File: config.mk
export PLATFORM = sky130hd
export DESIGN_NAME = apb_master_if_flat
export DESIGN_NICKNAME = d
export VERILOG_FILES = /design/src/rtl/apb_master_if_if.sv /design/src/rtl/apb_master_if.sv /design/src/flat_wrapper.sv
export SDC_FILE = /design/constraint.sdc
export NUM_CORES = 1
export LEC_CHECK = 0
export CORE_MARGIN = 2
export CORE_UTILIZATION = 30
export DETAILED_ROUTE_END_ITERATION = 10
export GPL_TIMING_DRIVEN = 0
export PLACE_DENSITY = 0.7
export SETUP_SLACK_MARGIN = 0.15
export SLEW_MARGIN = 20
export SYNTH_ARGS = -nofsm -noshare
export SYNTH_HDL_FRONTEND = slang
export SYNTH_SLANG_ARGS = --single-unit
File: constraint.sdc
create_clock -name apb_clk_in -period 3.03 [get_ports apb_clk_in]
set_input_delay 0.606 -clock apb_clk_in [delete_from_list [all_inputs] [get_ports apb_clk_in]]
set_output_delay 0.606 -clock apb_clk_in [all_outputs]
set_load 0.005 [all_outputs]
File: src/rtl/apb_master_if_if.sv
// Local-request and APB bus signal bundle for apb_master_if.
// The master modport is the bridge's view; slave is the view of whoever drives it.
interface apb_master_if_if #(
    parameter int unsigned APB_DATA_WIDTH = 32,
    parameter int unsigned APB_ADDR_WIDTH = 32
);
    localparam int unsigned StrbW = APB_DATA_WIDTH / 8;

    // Local initiator side
    logic                      other_req_in;
    logic                      other_ready_out;
    logic [APB_ADDR_WIDTH-1:0] other_addr_in;
    logic                      other_write_in;
    logic [APB_DATA_WIDTH-1:0] other_wdata_in;
    logic [StrbW-1:0]          other_strb_in;
    logic [2:0]                other_prot_in;
    logic                      other_done_out;
    logic [APB_DATA_WIDTH-1:0] other_rdata_out;
    logic                      other_error_out;

    // APB side
    logic [APB_ADDR_WIDTH-1:0] apb_addr_out;
    logic                      apb_psel_out;
    logic                      apb_penable_out;
    logic                      apb_write_out;
    logic [APB_DATA_WIDTH-1:0] apb_wdata_out;
    logic [StrbW-1:0]          apb_strb_out;
    logic [2:0]                apb_prot_out;
    logic [APB_DATA_WIDTH-1:0] apb_rdata_in;
    logic                      apb_ready_in;
    logic                      apb_slverr_in;

    modport master (
        input  other_req_in, other_addr_in, other_write_in, other_wdata_in, other_strb_in,
        input  other_prot_in,
        output other_ready_out, other_done_out, other_rdata_out, other_error_out,
        output apb_addr_out, apb_psel_out, apb_penable_out, apb_write_out, apb_wdata_out,
        output apb_strb_out, apb_prot_out,
        input  apb_rdata_in, apb_ready_in, apb_slverr_in
    );

    modport slave (
        output other_req_in, other_addr_in, other_write_in, other_wdata_in, other_strb_in,
        output other_prot_in,
        input  other_ready_out, other_done_out, other_rdata_out, other_error_out,
        input  apb_addr_out, apb_psel_out, apb_penable_out, apb_write_out, apb_wdata_out,
        input  apb_strb_out, apb_prot_out,
        output apb_rdata_in, apb_ready_in, apb_slverr_in
    );
endinterface

File: src/rtl/apb_master_if.sv
// APB requester bridge: turns single local valid/ready requests into APB SETUP/ACCESS
// transfers, with an ACCESS-phase timeout that reports an error to the initiator.
module apb_master_if #(
    parameter int unsigned APB_DATA_WIDTH = 32,
    parameter int unsigned APB_ADDR_WIDTH = 32,
    parameter int unsigned TIMEOUT_CYCLES = 16
) (
    input  logic            apb_clk_in,
    input  logic            apb_rstn_in,
    apb_master_if_if.master bus
);
    localparam int unsigned StrbW = APB_DATA_WIDTH / 8;
    localparam int unsigned CntW  = $clog2(TIMEOUT_CYCLES + 1);
    localparam logic [CntW-1:0] CntMax = CntW'(TIMEOUT_CYCLES - 1);

    typedef enum logic [1:0] {StIdle, StSetup, StAccess} state_e;

    state_e state_q, state_d;

    logic [APB_ADDR_WIDTH-1:0] addr_q,  addr_d;
    logic                      write_q, write_d;
    logic [APB_DATA_WIDTH-1:0] wdata_q, wdata_d;
    logic [StrbW-1:0]          strb_q,  strb_d;
    logic [2:0]                prot_q,  prot_d;
    logic                      psel_q,  psel_d;
    logic                      pen_q,   pen_d;
    logic                      done_q,  done_d;
    logic [APB_DATA_WIDTH-1:0] rdata_q, rdata_d;
    logic                      error_q, error_d;
    logic [CntW-1:0]           cnt_q,   cnt_d;

    // State register
    always_ff @(posedge apb_clk_in or negedge apb_rstn_in) begin
        if (!apb_rstn_in) begin
            state_q <= StIdle;
        end else begin
            state_q <= state_d;
        end
    end

    // Next-state logic
    always_comb begin
        state_d = state_q;
        unique case (state_q)
            StIdle: begin
                if (bus.other_req_in) begin
                    state_d = StSetup;
                end
            end
            StSetup: begin
                state_d = StAccess;
            end
            StAccess: begin
                if (bus.apb_ready_in || (cnt_q == CntMax)) begin
                    state_d = StIdle;
                end
            end
            default: begin
                state_d = StIdle;
            end
        endcase
    end

    // Output / datapath next-state logic
    always_comb begin
        addr_d  = addr_q;
        write_d = write_q;
        wdata_d = wdata_q;
        strb_d  = strb_q;
        prot_d  = prot_q;
        psel_d  = psel_q;
        pen_d   = pen_q;
        done_d  = 1'b0;
        rdata_d = rdata_q;
        error_d = error_q;
        cnt_d   = cnt_q;
        unique case (state_q)
            StIdle: begin
                if (bus.other_req_in) begin
                    addr_d  = bus.other_addr_in;
                    write_d = bus.other_write_in;
                    // Reads never present stale write data or strobes on the bus
                    wdata_d = bus.other_write_in ? bus.other_wdata_in : '0;
                    strb_d  = bus.other_write_in ? bus.other_strb_in : '0;
                    prot_d  = bus.other_prot_in;
                    psel_d  = 1'b1;
                    pen_d   = 1'b0;
                end
            end
            StSetup: begin
                pen_d = 1'b1;
                cnt_d = '0;
            end
            StAccess: begin
                if (bus.apb_ready_in) begin
                    psel_d  = 1'b0;
                    pen_d   = 1'b0;
                    done_d  = 1'b1;
                    error_d = bus.apb_slverr_in;
                    rdata_d = write_q ? '0 : bus.apb_rdata_in;
                end else if (cnt_q == CntMax) begin
                    psel_d  = 1'b0;
                    pen_d   = 1'b0;
                    done_d  = 1'b1;
                    error_d = 1'b1;
                    rdata_d = '0;
                end else begin
                    cnt_d = cnt_q + CntW'(1);
                end
            end
            default: begin
                psel_d = 1'b0;
                pen_d  = 1'b0;
            end
        endcase
    end

    // Reset clears psel/penable asynchronously, so a reset mid-transfer drops the bus at once
    always_ff @(posedge apb_clk_in or negedge apb_rstn_in) begin
        if (!apb_rstn_in) begin
            addr_q  <= '0;
            write_q <= 1'b0;
            wdata_q <= '0;
            strb_q  <= '0;
            prot_q  <= '0;
            psel_q  <= 1'b0;
            pen_q   <= 1'b0;
            done_q  <= 1'b0;
            rdata_q <= '0;
            error_q <= 1'b0;
            cnt_q   <= '0;
        end else begin
            addr_q  <= addr_d;
            write_q <= write_d;
            wdata_q <= wdata_d;
            strb_q  <= strb_d;
            prot_q  <= prot_d;
            psel_q  <= psel_d;
            pen_q   <= pen_d;
            done_q  <= done_d;
            rdata_q <= rdata_d;
            error_q <= error_d;
            cnt_q   <= cnt_d;
        end
    end

    assign bus.other_ready_out = (state_q == StIdle);
    assign bus.other_done_out  = done_q;
    assign bus.other_rdata_out = rdata_q;
    assign bus.other_error_out = error_q;
    assign bus.apb_addr_out    = addr_q;
    assign bus.apb_psel_out    = psel_q;
    assign bus.apb_penable_out = pen_q;
    assign bus.apb_write_out   = write_q;
    assign bus.apb_wdata_out   = wdata_q;
    assign bus.apb_strb_out    = strb_q;
    assign bus.apb_prot_out    = prot_q;

endmodule

File: src/flat_wrapper.sv
// flat-port wrapper written by rule: the top's interface ports become plain ports
module apb_master_if_flat 
#(
    parameter int unsigned APB_DATA_WIDTH = 32,
    parameter int unsigned APB_ADDR_WIDTH = 32,
    parameter int unsigned TIMEOUT_CYCLES = 16
)
  (apb_clk_in, apb_rstn_in, bus_other_req_in, bus_other_addr_in, bus_other_write_in, bus_other_wdata_in, bus_other_strb_in, bus_other_prot_in, bus_other_ready_out, bus_other_done_out, bus_other_rdata_out, bus_other_error_out, bus_apb_addr_out, bus_apb_psel_out, bus_apb_penable_out, bus_apb_write_out, bus_apb_wdata_out, bus_apb_strb_out, bus_apb_prot_out, bus_apb_rdata_in, bus_apb_ready_in, bus_apb_slverr_in);
  apb_master_if_if #(.APB_DATA_WIDTH(APB_DATA_WIDTH), .APB_ADDR_WIDTH(APB_ADDR_WIDTH)) bus_i ();
  input  logic apb_clk_in;
  input  logic apb_rstn_in;
  input wire logic [$bits(bus_i.other_req_in)-1:0] bus_other_req_in;
  input wire logic [$bits(bus_i.other_addr_in)-1:0] bus_other_addr_in;
  input wire logic [$bits(bus_i.other_write_in)-1:0] bus_other_write_in;
  input wire logic [$bits(bus_i.other_wdata_in)-1:0] bus_other_wdata_in;
  input wire logic [$bits(bus_i.other_strb_in)-1:0] bus_other_strb_in;
  input wire logic [$bits(bus_i.other_prot_in)-1:0] bus_other_prot_in;
  output wire logic [$bits(bus_i.other_ready_out)-1:0] bus_other_ready_out;
  output wire logic [$bits(bus_i.other_done_out)-1:0] bus_other_done_out;
  output wire logic [$bits(bus_i.other_rdata_out)-1:0] bus_other_rdata_out;
  output wire logic [$bits(bus_i.other_error_out)-1:0] bus_other_error_out;
  output wire logic [$bits(bus_i.apb_addr_out)-1:0] bus_apb_addr_out;
  output wire logic [$bits(bus_i.apb_psel_out)-1:0] bus_apb_psel_out;
  output wire logic [$bits(bus_i.apb_penable_out)-1:0] bus_apb_penable_out;
  output wire logic [$bits(bus_i.apb_write_out)-1:0] bus_apb_write_out;
  output wire logic [$bits(bus_i.apb_wdata_out)-1:0] bus_apb_wdata_out;
  output wire logic [$bits(bus_i.apb_strb_out)-1:0] bus_apb_strb_out;
  output wire logic [$bits(bus_i.apb_prot_out)-1:0] bus_apb_prot_out;
  input wire logic [$bits(bus_i.apb_rdata_in)-1:0] bus_apb_rdata_in;
  input wire logic [$bits(bus_i.apb_ready_in)-1:0] bus_apb_ready_in;
  input wire logic [$bits(bus_i.apb_slverr_in)-1:0] bus_apb_slverr_in;
  assign bus_i.other_req_in = bus_other_req_in;
  assign bus_i.other_addr_in = bus_other_addr_in;
  assign bus_i.other_write_in = bus_other_write_in;
  assign bus_i.other_wdata_in = bus_other_wdata_in;
  assign bus_i.other_strb_in = bus_other_strb_in;
  assign bus_i.other_prot_in = bus_other_prot_in;
  assign bus_other_ready_out = bus_i.other_ready_out;
  assign bus_other_done_out = bus_i.other_done_out;
  assign bus_other_rdata_out = bus_i.other_rdata_out;
  assign bus_other_error_out = bus_i.other_error_out;
  assign bus_apb_addr_out = bus_i.apb_addr_out;
  assign bus_apb_psel_out = bus_i.apb_psel_out;
  assign bus_apb_penable_out = bus_i.apb_penable_out;
  assign bus_apb_write_out = bus_i.apb_write_out;
  assign bus_apb_wdata_out = bus_i.apb_wdata_out;
  assign bus_apb_strb_out = bus_i.apb_strb_out;
  assign bus_apb_prot_out = bus_i.apb_prot_out;
  assign bus_i.apb_rdata_in = bus_apb_rdata_in;
  assign bus_i.apb_ready_in = bus_apb_ready_in;
  assign bus_i.apb_slverr_in = bus_apb_slverr_in;
  apb_master_if #(.APB_DATA_WIDTH(APB_DATA_WIDTH), .APB_ADDR_WIDTH(APB_ADDR_WIDTH), .TIMEOUT_CYCLES(TIMEOUT_CYCLES)) u_core (.apb_clk_in(apb_clk_in), .apb_rstn_in(apb_rstn_in), .bus(bus_i));
endmodule
==> summary.md, run 1 <==
| Metric | Value |
|---|---|
| Slew headroom | `a little over half` |
| CP arrival | `1810 ps` |
| Residual DRC | `0` |
| CTS tree | `yes` |
| Post-synth design cell area | `about 0.0048 sq mm` |
| PD cells | `985 mW/mm^2` |
| Endpoints failing hold | `0` |
| Top post-synthesis cells by count | `dfrtp_1, nand2_1, o21ai_0` |
| Routability cong. | `roughly 0.8` |
| Synth area leaders | `dfrtp_1, mux2_4, o21ai_0` |
| Met3 Use GR | `6.81%` |
| MaxCap Viol Count | `0` |
| Post-CTS Hold Buffers | `0` |
| Final Max Slew Viols | `0` |
| CTS Buffer Depth | `2` |
| RR Startpoint | `u_core.cnt_q[0]` |
| Post-synthesis register bit count | `about 120` |
| Gate Count Post-Synth | `~430` |
| Cells after DPL | `roughly 870` |
| Clock slew at reported path FFs | `50 ps` |
| Critical path cell sequence | `clkbuf_1, nor2_1, clkdlybuf4s50_1` |
| Setup Skew | `around 6.3 ps` |
| Cell taking the most area after synthesis | `dfrtp_1` |
| # nets final | `781` |
| Reg2reg setup slack | `between 600 and 700 ps` |
| Die Area | `0.0169 sq mm` |
| Flop pwr share | `between 30% and 40%` |
| Antenna Nets Post-Route | `0` |
| VDD IR max | `roughly 0.35 mV` |
| Status | `completed` |
| Hold Path Class | `input pin to asynchronous set/reset pin` |
| Worst-Skew Late Latency | `400 ps` |
| Fillers | `1,424` |
| CTS resizes | `0` |
| Crit-path slowest cell | `clkdlybuf4s50_1` |
| R2R Path End | `u_core.bus.other_rdata_out[20]` |
| RSZ-0062 raised after global routing | `no` |
| Overall global routing resource usage | `16.4%` |
| Period Utilization, post-route | `79.6%` |
| Synthesized net count | `545` |
| Register-to-Register Path Depth | `8` |
| Initial Util | `between 30% and 40%` |
| Sink Count | `115` |
| Total CTS buffers | `17` |
| Net Sw Frac | `29.3%` |
| Initial antenna violation count | `0` |
| Pin count of the biggest net entering global routing | `74` |
| Vias in the first global route | `4,213` |
| Vias | `~4.1k` |
| Synth top area share | `60.4%` |
| Synth cell types | `30` |
| Post-layout min period | `around 2400 ps` |
| Busiest grt layer | `met2` |
| Startpoint types | `flop` |
| Met2 Use GR | `a little over a quarter` |
| Static leakage | `about 3.4 nW` |
| CP Class | `flop to output port` |
| Most numerous cell in the Yosys netlist | `dfrtp_1` |
| Syn Area/Cell | `11.0 sq um` |
| Post-CTS setup buffers | `0` |
| Final setup vio count | `0` |
| Worst path required time | `2420 ps` |
| Internal power | `around 0.0054 W` |
| Main flop type after synthesis | `dfrtp_1` |
| Die height | `130 microns` |
| Iter 0 DRT Violations | `172` |
| Global-route wire length before repair | `between 20 and 25 mm` |
| Clk pwr share | `24.9%` |
| Syn. warnings | `0` |
| Worst Setup End Kind | `output port` |
| Psw | `0.00224 W` |
| WL per Instance | `15.3 microns` |
| Detail Placement HPWL | `between 10 and 15 mm` |
| Area delta synth->final | `63.5%` |
| Critical Path Fanout Max | `10` |
| Drt via density | `approximately 4.6` |
| Core area | `0.0157 sq mm` |
| Comb pwr share | `40.3%` |
| Worst stage delay on the critical path | `530 ps` |
| FP Rows | `46` |
| Register area | `0.00288 sq mm` |
| Grt total ovfl | `0` |
| First drt pass iteration count | `4` |
| Slew at the pin with the worst max-slew slack | `680 ps` |
| Num ports | `about 220` |
| WL final | `13.7 mm` |
| Final Power | `around 0.0077 W` |
| GR Layer Usage met1 | `19.3%` |
| Sequential fraction of the synthesis area | `roughly 60%` |
| Area occupied by multi-input gates | `0.00169 sq mm` |
| Die width | `~130 microns` |
| CTS Root Cell | `clkbuf_16` |
| Layout cells sized above 1 | `10.5%` |
| Finished Layout Cells | `899` |
| Ant. Diodes | `0` |
| Number of enable flip-flop cells after synthesis | `0` |
| H-tree levels | `4` |
| Fmax | `0.415 GHz` |
| I/O Buffers | `about 220` |
| Ys async rst share | `100%` |
-- worst max-delay path, delay by kind of cell, from the launching register on --
| family | cells | cell delay [ps] |
|---|---|---|
| buffers and inverters | 2 | 770 |
| DFF | 1 | 420 |
| and+or+nand+nor | 1 | 210 |
-- per-layer routing --
metal	part of all wire (%)	up-vias
met5	0	-
met3	8.9	14
met1	41	1990
li1	-	1943
met4	1.2	0
met2	49	186
-- cells by family (layout without fill, tap and decap cells) --
family,after synthesis,count (layout),synth area share [%]
AO/OA/AOI/OAI,117,117,13.1
adder cells (fa/ha/maj),2,2,0.526
buffers and inverters,40,289,4.02
multiplexers,36,36,11.4
AND/OR/NAND/NOR,124,124,10.5
flip-flops,115,115,60.4
-- per-stage QoR --
| step | instance area, sq um | util (%) | worst slack (ps) | hold slack (ps) | TNS (ps) |
|---|---|---|---|---|---|
| 2_1_floorplan | 4760 | - | 1040 | 310 | 0 |
| 3_3_place_gp | 7190 | 45.8 | -2970 | 462 | -340130 |
| 3_5_place_dp | 7220 | 46.0 | 566 | 470 | 0 |
| 4_1_cts | 7780 | 49.5 | 571 | 113 | 0 |
| 5_1_grt | 7780 | 49.5 | 428 | 135 | 0 |
| 6_report | 7780 | 49.5 | 618 | 128 | 0 |
-- power groups by stage --
stage	logic, W	clock network, W	registers (W)
finish	0.00309	0.00191	0.00267
global route	0.00339	0.00203	0.00276
CTS	0.00314	0.00195	0.00268
detailed placement	0.00312	0	0.00268
global placement	0.00306	0	0.00264
floorplan	0.00115	0	0.00268
-- flip-flops by register name, indices dropped and copies added (netlist names) --
register                    flops
u_core.cnt_q                    5
u_core.bus.other_done_out       1
u_core.bus.apb_write_out        1
u_core.bus.other_error_out      1
u_core.state_q                  2
u_core.bus.apb_strb_out         4
u_core.bus.apb_psel_out         1
u_core.bus.apb_penable_out      1
u_core.bus.apb_prot_out         3
u_core.bus.apb_wdata_out       32
u_core.bus.other_rdata_out     32
u_core.bus.apb_addr_out        32
-- layout make-up --
cell class | count | share of cell area (%)
multi-input cells | 279 | 21.7
clock buffers | 22 | 5.83
inverters | 7 | 0.338
repair buffers | 217 | 28.1
flip-flops and latches | 115 | 37.0
clock inverters | 10 | 1.40
well taps | 216 | 3.47
plain buffers | 33 | 2.12
-- worst max-delay path by stage --
stage | start | to | slack, ps | cells after the start
floorplan | u_core.cnt_q[0] | u_core.bus.other_rdata_out[11] | 1040 | 8
global placement | apb_rstn_in | u_core.bus.apb_wdata_out[22] | -2970 | 1
detailed placement | bus_apb_ready_in | u_core.bus.other_rdata_out[18] | 570 | 6
CTS | u_core.state_q[0] | bus_other_ready_out | 570 | 3
global route | u_core.cnt_q[0] | u_core.bus.other_rdata_out[29] | 430 | 7
finish | u_core.state_q[0] | bus_other_ready_out | 620 | 3
-- cells in the final DEF (no fill, tap or decap), types with 2 or more instances in the layout --
cell type | netlist | layout
o21ai_1 | 6 | 6
clkinvlp_4 | 0 | 2
ha_1 | 2 | 2
dfrtp_1 | 115 | 115
nand2b_1 | 4 | 4
buf_6 | 5 | 6
inv_1 | 7 | 7
mux2_4 | 36 | 36
bufinv_16 | 0 | 2
nor2_1 | 3 | 3
a22o_1 | 3 | 3
nand2_1 | 107 | 107
clkdlybuf4s50_1 | 0 | 215
o211ai_1 | 2 | 2
clkbuf_16 | 0 | 17
nand3_1 | 3 | 3
clkinv_2 | 0 | 5
a21oi_1 | 2 | 2
clkbuf_1 | 27 | 31
o21ai_0 | 97 | 97
No activity file was read; power rests on OpenSTA's default activity.
==> inputs of run 2 (changes only) <==
==> constraint.sdc (replaced) <==
create_clock -name apb_clk_in -period 2.53 [get_ports apb_clk_in]
set_input_delay 0.506 -clock apb_clk_in [delete_from_list [all_inputs] [get_ports apb_clk_in]]
set_output_delay 0.506 -clock apb_clk_in [all_outputs]
set_load 0.005 [all_outputs]
==> summary.md, run 2 (synthesis results as in run 1) <==
| Metric | Value |
|---|---|
| Slew headroom | `65.1% (was 54.5%)` |
| Area occupied by multi-input gates | `0.00170 sq mm (was 0.00169 sq mm)` |
| Global-route wire length before repair | `21.5 mm (unchanged)` |
| Critical Path Fanout Max | `10 (unchanged)` |
| CP Class | `flop to output port (unchanged)` |
| Post-layout min period | `2220 ps` |
| CTS resizes | `0 (unchanged)` |
| Post-CTS setup buffers | `0 (unchanged)` |
| Clock slew at reported path FFs | `50 ps (about the same)` |
| Fillers | `1,427 (was 1,424)` |
| Worst-Skew Late Latency | `410 ps (was 400 ps)` |
| CTS Buffer Depth | `2 (unchanged)` |
| Drt via density | `4.57 (was 4.60)` |
| Post-CTS Hold Buffers | `0 (unchanged)` |
| Die width | `130 microns (unchanged)` |
| Place WS | `166 ps (was 566 ps)` |
| VDD IR max | `0.415 mV (was 0.347 mV)` |
| Residual DRC | `0 (unchanged)` |
| WHS | `26.8 ps (was 128 ps)` |
| Status | `completed (unchanged)` |
| Hold Path Class | `input pin to asynchronous set/reset pin (unchanged)` |
| Startpoint types | `flop (unchanged)` |
| Area delta synth->final | `63.9% (was 63.5%)` |
| Fin worst setup slack | `305 ps (was 618 ps)` |
| Total CTS buffers | `17 (unchanged)` |
| Pin count of the biggest net entering global routing | `74 (unchanged)` |
| Final setup vio count | `0 (unchanged)` |
| CTS Root Cell | `clkbuf_16 (unchanged)` |
| Endpoints failing hold | `0 (unchanged)` |
| Ant. Diodes | `0 (unchanged)` |
| Num ports | `218 (unchanged)` |
| Fmax | `0.449 GHz` |
| # nets final | `781 (unchanged)` |
| WL per Instance | `15.3 microns (about the same)` |
| RSZ-0062 raised after global routing | `no (unchanged)` |
| Cells after DPL | `867 (unchanged)` |
| CP arrival | `1720 ps (was 1810 ps)` |
| Slew at the pin with the worst max-slew slack | `524 ps (was 680 ps)` |
| Final Max Slew Viols | `0 (unchanged)` |
| Vias | `4,107 (was 4,133)` |
| Initial Util | `30.3% (unchanged)` |
| WL final | `13.8 mm (was 13.7 mm)` |
| Die height | `130 microns (unchanged)` |
| Initial antenna violation count | `0 (unchanged)` |
| Commonest non-fill, non-tap cells in the layout | `clkdlybuf4s50_1, dfrtp_1, nand2_1, o21ai_0, mux2_4 (unchanged)` |
| Overall global routing resource usage | `16.4% (unchanged)` |
| Core area | `0.0157 sq mm (unchanged)` |
| Static leakage | `3.40 nW (was 3.38 nW)` |
| Layout cells sized above 1 | `11.9% (was 10.5%)` |
| Finished Layout Cells | `899 (unchanged)` |
| Register area | `0.00288 sq mm (unchanged)` |
| Vias in the first global route | `4,213 (unchanged)` |
| I/O Buffers | `216 (unchanged)` |
| Worst path required time | `2020 ps (was 2420 ps)` |
| Routability cong. | `0.794 (unchanged)` |
| Die Area | `0.0169 sq mm (unchanged)` |
| Commonest non-fill, non-tap cell in the layout | `clkdlybuf4s50_1 (unchanged)` |
| Setup Skew | `5.83 ps (was 6.31 ps)` |
| Grt total ovfl | `0 (unchanged)` |
| MaxCap Viol Count | `0 (unchanged)` |
| Period Utilization, post-route | `between 80% and 90%` |
| Detail Placement HPWL | `10.1 mm (unchanged)` |
| First drt pass iteration count | `4 (unchanged)` |
| FP Rows | `46 (unchanged)` |
| Worst Setup End Kind | `output port (unchanged)` |
| Iter 0 DRT Violations | `163 (was 172)` |
| H-tree levels | `4 (unchanged)` |
| Antenna Nets Post-Route | `0 (unchanged)` |
| PD cells | `1180 mW/mm^2 (was 985 mW/mm^2)` |
| Sink Count | `115 (unchanged)` |
| CTS tree | `yes (unchanged)` |
## run 2: changes by cell type in the layout (fill, tap and decap cells not counted)
cell      delta
nand2b_1     -1
nor2_1       -2
clkbuf_1     -6
nand2b_4     +1
nor2_2       +2
clkbuf_2     +6
## run 2: area by class of cell
cell class	instances	area share, %
timing repair buffer	217	28.1
sequential	115	36.9
multi-input combinational	279	21.8
inverter	7	0.337
clock inverter	10	1.39
tap	216	3.46
clock buffer	22	5.82
buffer	33	2.21
## run 2: path summary, 6_finish.rpt
check | start | to | slack, ps | depth (start not counted)
worst min-delay path | apb_rstn_in | u_core.bus.apb_addr_out[25] | 30 | 1
min in group apb_clk_in | u_core.bus.apb_wdata_out[7] | u_core.bus.apb_wdata_out[7] | 470 | 2
worst max-delay path | u_core.state_q[0] | bus_other_ready_out | 310 | 3
worst max register to register | u_core.cnt_q[0] | u_core.cnt_q[3] | 330 | 7
worst min register to register | u_core.bus.apb_wdata_out[7] | u_core.bus.apb_wdata_out[7] | 470 | 2
max in group asynchronous | apb_rstn_in | u_core.bus.apb_psel_out | 1780 | 2
## run 2: routing by layer
| metal | vias to the layer above | global-route usage (%) | share of wire, % |
|---|---|---|---|
| li1 | 1943 | - | - |
| met2 | 171 | 27.0 | 48 |
| met5 | - | 0 | 0 |
| met1 | 1978 | 19.3 | 42 |
| met4 | 0 | 5.69 | 1.2 |
| met3 | 15 | 6.81 | 8.8 |
## run 2: power breakdown
part / internal, W / leakage [nW] / switching [W]
sequential: 0.00269 / 1.46 / 0.000507
combinational: 0.00235 / 1.67 / 0.00137
clock: 0.00147 / 0.274 / 0.000823
## run 2: critical path: stages, from the launching register on
cell and delay, ps:
dfrtp_1 420, clkbuf_2 220, nor2_2 160, clkdlybuf4s50_1 520
## run 2: per-stage QoR
step | TNS [ps] | util, % | total power, W | cell area [sq um]
after floorplan | 0 | - | 0.00459 | 4760
after global placement | -386130 | 45.8 | 0.00683 | 7190
after detailed placement | 0 | 46.0 | 0.00695 | 7220
after CTS | 0 | 49.5 | 0.00931 | 7780
after global routing | 0 | 49.7 | 0.00981 | 7800
final | 0 | 49.7 | 0.00921 | 7800
==> inputs of run 3 (changes only) <==
==> constraint.sdc (replaced) <==
create_clock -name apb_clk_in -period 2.53 [get_ports apb_clk_in]
set_input_delay 0.3795 -clock apb_clk_in [delete_from_list [all_inputs] [get_ports apb_clk_in]]
set_output_delay 0.3795 -clock apb_clk_in [all_outputs]
set_load 0.005 [all_outputs]
==> summary.md, run 3 (synthesis results as in run 1) <==
| Metric | Value |
|---|---|
| Commonest non-fill, non-tap cell in the layout | `clkdlybuf4s50_1 (unchanged)` |
| CTS Buffer Depth | `2 (unchanged)` |
| I/O Buffers | `216 (unchanged)` |
| Initial Util | `30.3% (unchanged)` |
| H-tree levels | `4 (unchanged)` |
| Pin count of the biggest net entering global routing | `74 (unchanged)` |
| Fillers | `1,424 (was 1,427)` |
| Critical Path Fanout Max | `7 (was 10)` |
| Setup TNS Final | `0 ps (unchanged)` |
| Final Power | `0.00921 W (about the same)` |
| Global-route wire length before repair | `21.5 mm (about the same)` |
| Sink Count | `115 (unchanged)` |
| Core area | `0.0157 sq mm (unchanged)` |
| WL per Instance | `15.3 microns (about the same)` |
| Period Utilization, post-route | `87.3% (was 87.9%)` |
| Final instance area | `0.00781 sq mm (was 0.00780 sq mm)` |
| Iter 0 DRT Violations | `160 (was 163)` |
| Endpoints failing hold | `0 (unchanged)` |
| Vias in the first global route | `4,219 (was 4,213)` |
| RSZ-0062 raised after global routing | `no (unchanged)` |
| Detail Placement HPWL | `10.1 mm (unchanged)` |
| Crit path max-delay family | `simple AND/OR/NAND/NOR gates (was buffers and inverters)` |
| CP Class | `flop to flop (was flop to output port)` |
| Hold path start | `bus_other_write_in` |
| Worst Hold Path EP | `u_core.bus.apb_wdata_out[1]` |
| Die height | `130 microns (unchanged)` |
| Hold path depth | `3` |
| Worst-Skew Late Latency | `410 ps (about the same)` |
| VDD IR max | `0.415 mV (about the same)` |
| Slew at the pin with the worst max-slew slack | `520 ps (was 524 ps)` |
| Final Max Slew Viols | `0 (unchanged)` |
| First drt pass iteration count | `5 (was 4)` |
| Num ports | `218 (unchanged)` |
| Clock slew at reported path FFs | `50 ps (about the same)` |
| WL final | `13.8 mm (about the same)` |
| Fin worst setup slack | `320 ps (was 305 ps)` |
| Crit-path slowest cell | `or4_1 (was clkdlybuf4s50_1)` |
| CP most frequent cell | `ha_1` |
| Final Util | `49.7% (about the same)` |
| Total CTS buffers | `17 (unchanged)` |
| Slew headroom | `65.4% (was 65.1%)` |
| Drt via density | `4.60 (was 4.57)` |
| CTS Root Cell | `clkbuf_16 (unchanged)` |
| Setup Skew | `6.12 ps (was 5.83 ps)` |
| Initial antenna violation count | `0 (unchanged)` |
| CTS tree | `yes (unchanged)` |
| Grt total ovfl | `0 (unchanged)` |
| Die Area | `0.0169 sq mm (unchanged)` |
| Worst path required time | `2870 ps (was 2020 ps)` |
| Static leakage | `3.40 nW (about the same)` |
| CP arrival | `2550 ps (was 1720 ps)` |
| Startpoint types | `flop (unchanged)` |
| # nets final | `782 (was 781)` |
| Final setup vio count | `0 (unchanged)` |
| R2R Path End | `u_core.cnt_q[3] (unchanged)` |
| Critical path cell sequence | `ha_1, and3_1, ha_1, or2_1, clkbuf_1, or4_1, nand3_1 (was clkbuf_2, nor2_2, clkdlybuf4s50_1)` |
| RR Startpoint | `u_core.cnt_q[0] (unchanged)` |
| Area after DPL | `0.00722 sq mm (unchanged)` |
| PD cells | `1180 mW/mm^2 (about the same)` |
| Routability cong. | `0.794 (unchanged)` |
| Commonest non-fill, non-tap cells in the layout | `clkdlybuf4s50_1, dfrtp_1, nand2_1, o21ai_0, mux2_4 (unchanged)` |
| Reg2reg setup slack | `320 ps (was 330 ps)` |
| Place WS | `168 ps (was 166 ps)` |
| Residual DRC | `0 (unchanged)` |
| Fmax | `0.453 GHz (was 0.449 GHz)` |
| Area delta synth->final | `64.0% (was 63.9%)` |
| Worst Setup End Kind | `flop (was output port)` |
| Layout cells sized above 1 | `11.4% (was 11.9%)` |
| Vias | `4,140 (was 4,107)` |
| Die width | `130 microns (unchanged)` |
| Register-to-Register Path Depth | `7 (unchanged)` |
| FP Rows | `46 (unchanged)` |
| Overall global routing resource usage | `16.4% (about the same)` |
| Status | `completed (unchanged)` |
| CP bufs+invs | `1 (was 2)` |
| Antenna Nets Post-Route | `0 (unchanged)` |
| MaxCap Viol Count | `0 (unchanged)` |
| Ant. Diodes | `0 (unchanged)` |
| Hold Path Class | `input pin to flop (was input pin to asynchronous set/reset pin)` |
| Worst stage delay on the critical path | `540 ps (was 520 ps)` |
| Post-layout min period | `2210 ps (was 2220 ps)` |
run 3: changes by cell type in the layout (fill, tap and decap cells not counted), sizes merged:
cell and change:
dlygate4sd3 +1
run 3: per-layer routing:
metal / up-vias / GRT usage (%) / wire length (microns)
met4: 0 / 5.69 / 165
met1: 1988 / 19.3 / 5700
met3: 17 / 6.81 / 1260
met5: - / 0 / 0
li1: 1946 / - / -
met2: 189 / 27.1 / 6680
run 3: final cells by class:
type	instances	area (sq um)	share of cell area [%]
timing repair buffer	218	2200	28.2
clock inverter	10	109	1.39
inverter	7	26.3	0.336
tap	216	270	3.46
buffer	33	170	2.18
sequential	115	2880	36.8
multi-input combinational	279	1700	21.8
clock buffer	22	454	5.82
run 3: worst max path at each step:
stage	start	to	depth (start not counted)
5_1_grt	u_core.state_q[0]	bus_other_ready_out	3
2_1_floorplan	u_core.cnt_q[0]	u_core.bus.other_rdata_out[11]	8
4_1_cts	u_core.cnt_q[0]	u_core.bus.other_rdata_out[18]	8
6_report	u_core.cnt_q[0]	u_core.cnt_q[3]	7
3_3_place_gp	apb_rstn_in	u_core.bus.apb_wdata_out[22]	1
3_5_place_dp	u_core.cnt_q[0]	u_core.bus.other_rdata_out[18]	8
run 3: worst min-delay path: cells and delay by family:
family                 cells  cell delay (ps)
AOI/OAI and AO/OA          1               70
buffers and inverters      1              240
and+or+nand+nor            1              110
run 3: timing repair:
item | 4_1_cts | 5_1_grt
setup endpoints to repair | 0 | 30
hold endpoints to repair | 42 | 0
hold buffers | 1 | 0
gates resized for setup | 0 | 10
setup buffers | 0 | 0
run 3: metrics by stage:
step / hold WS (ps) / cells
floorplan: 83.9 / 434
global placement: 462 / 866
detailed placement: 328 / 867
CTS: 424 / 900
global route: 492 / 900
finish: 439 / 900
run 3: power by group:
part,switching (W),internal [W]
sequential,0.000507,0.00269
combinational,0.00137,0.00235
clock,0.000825,0.00147
total,0.00270,0.00651
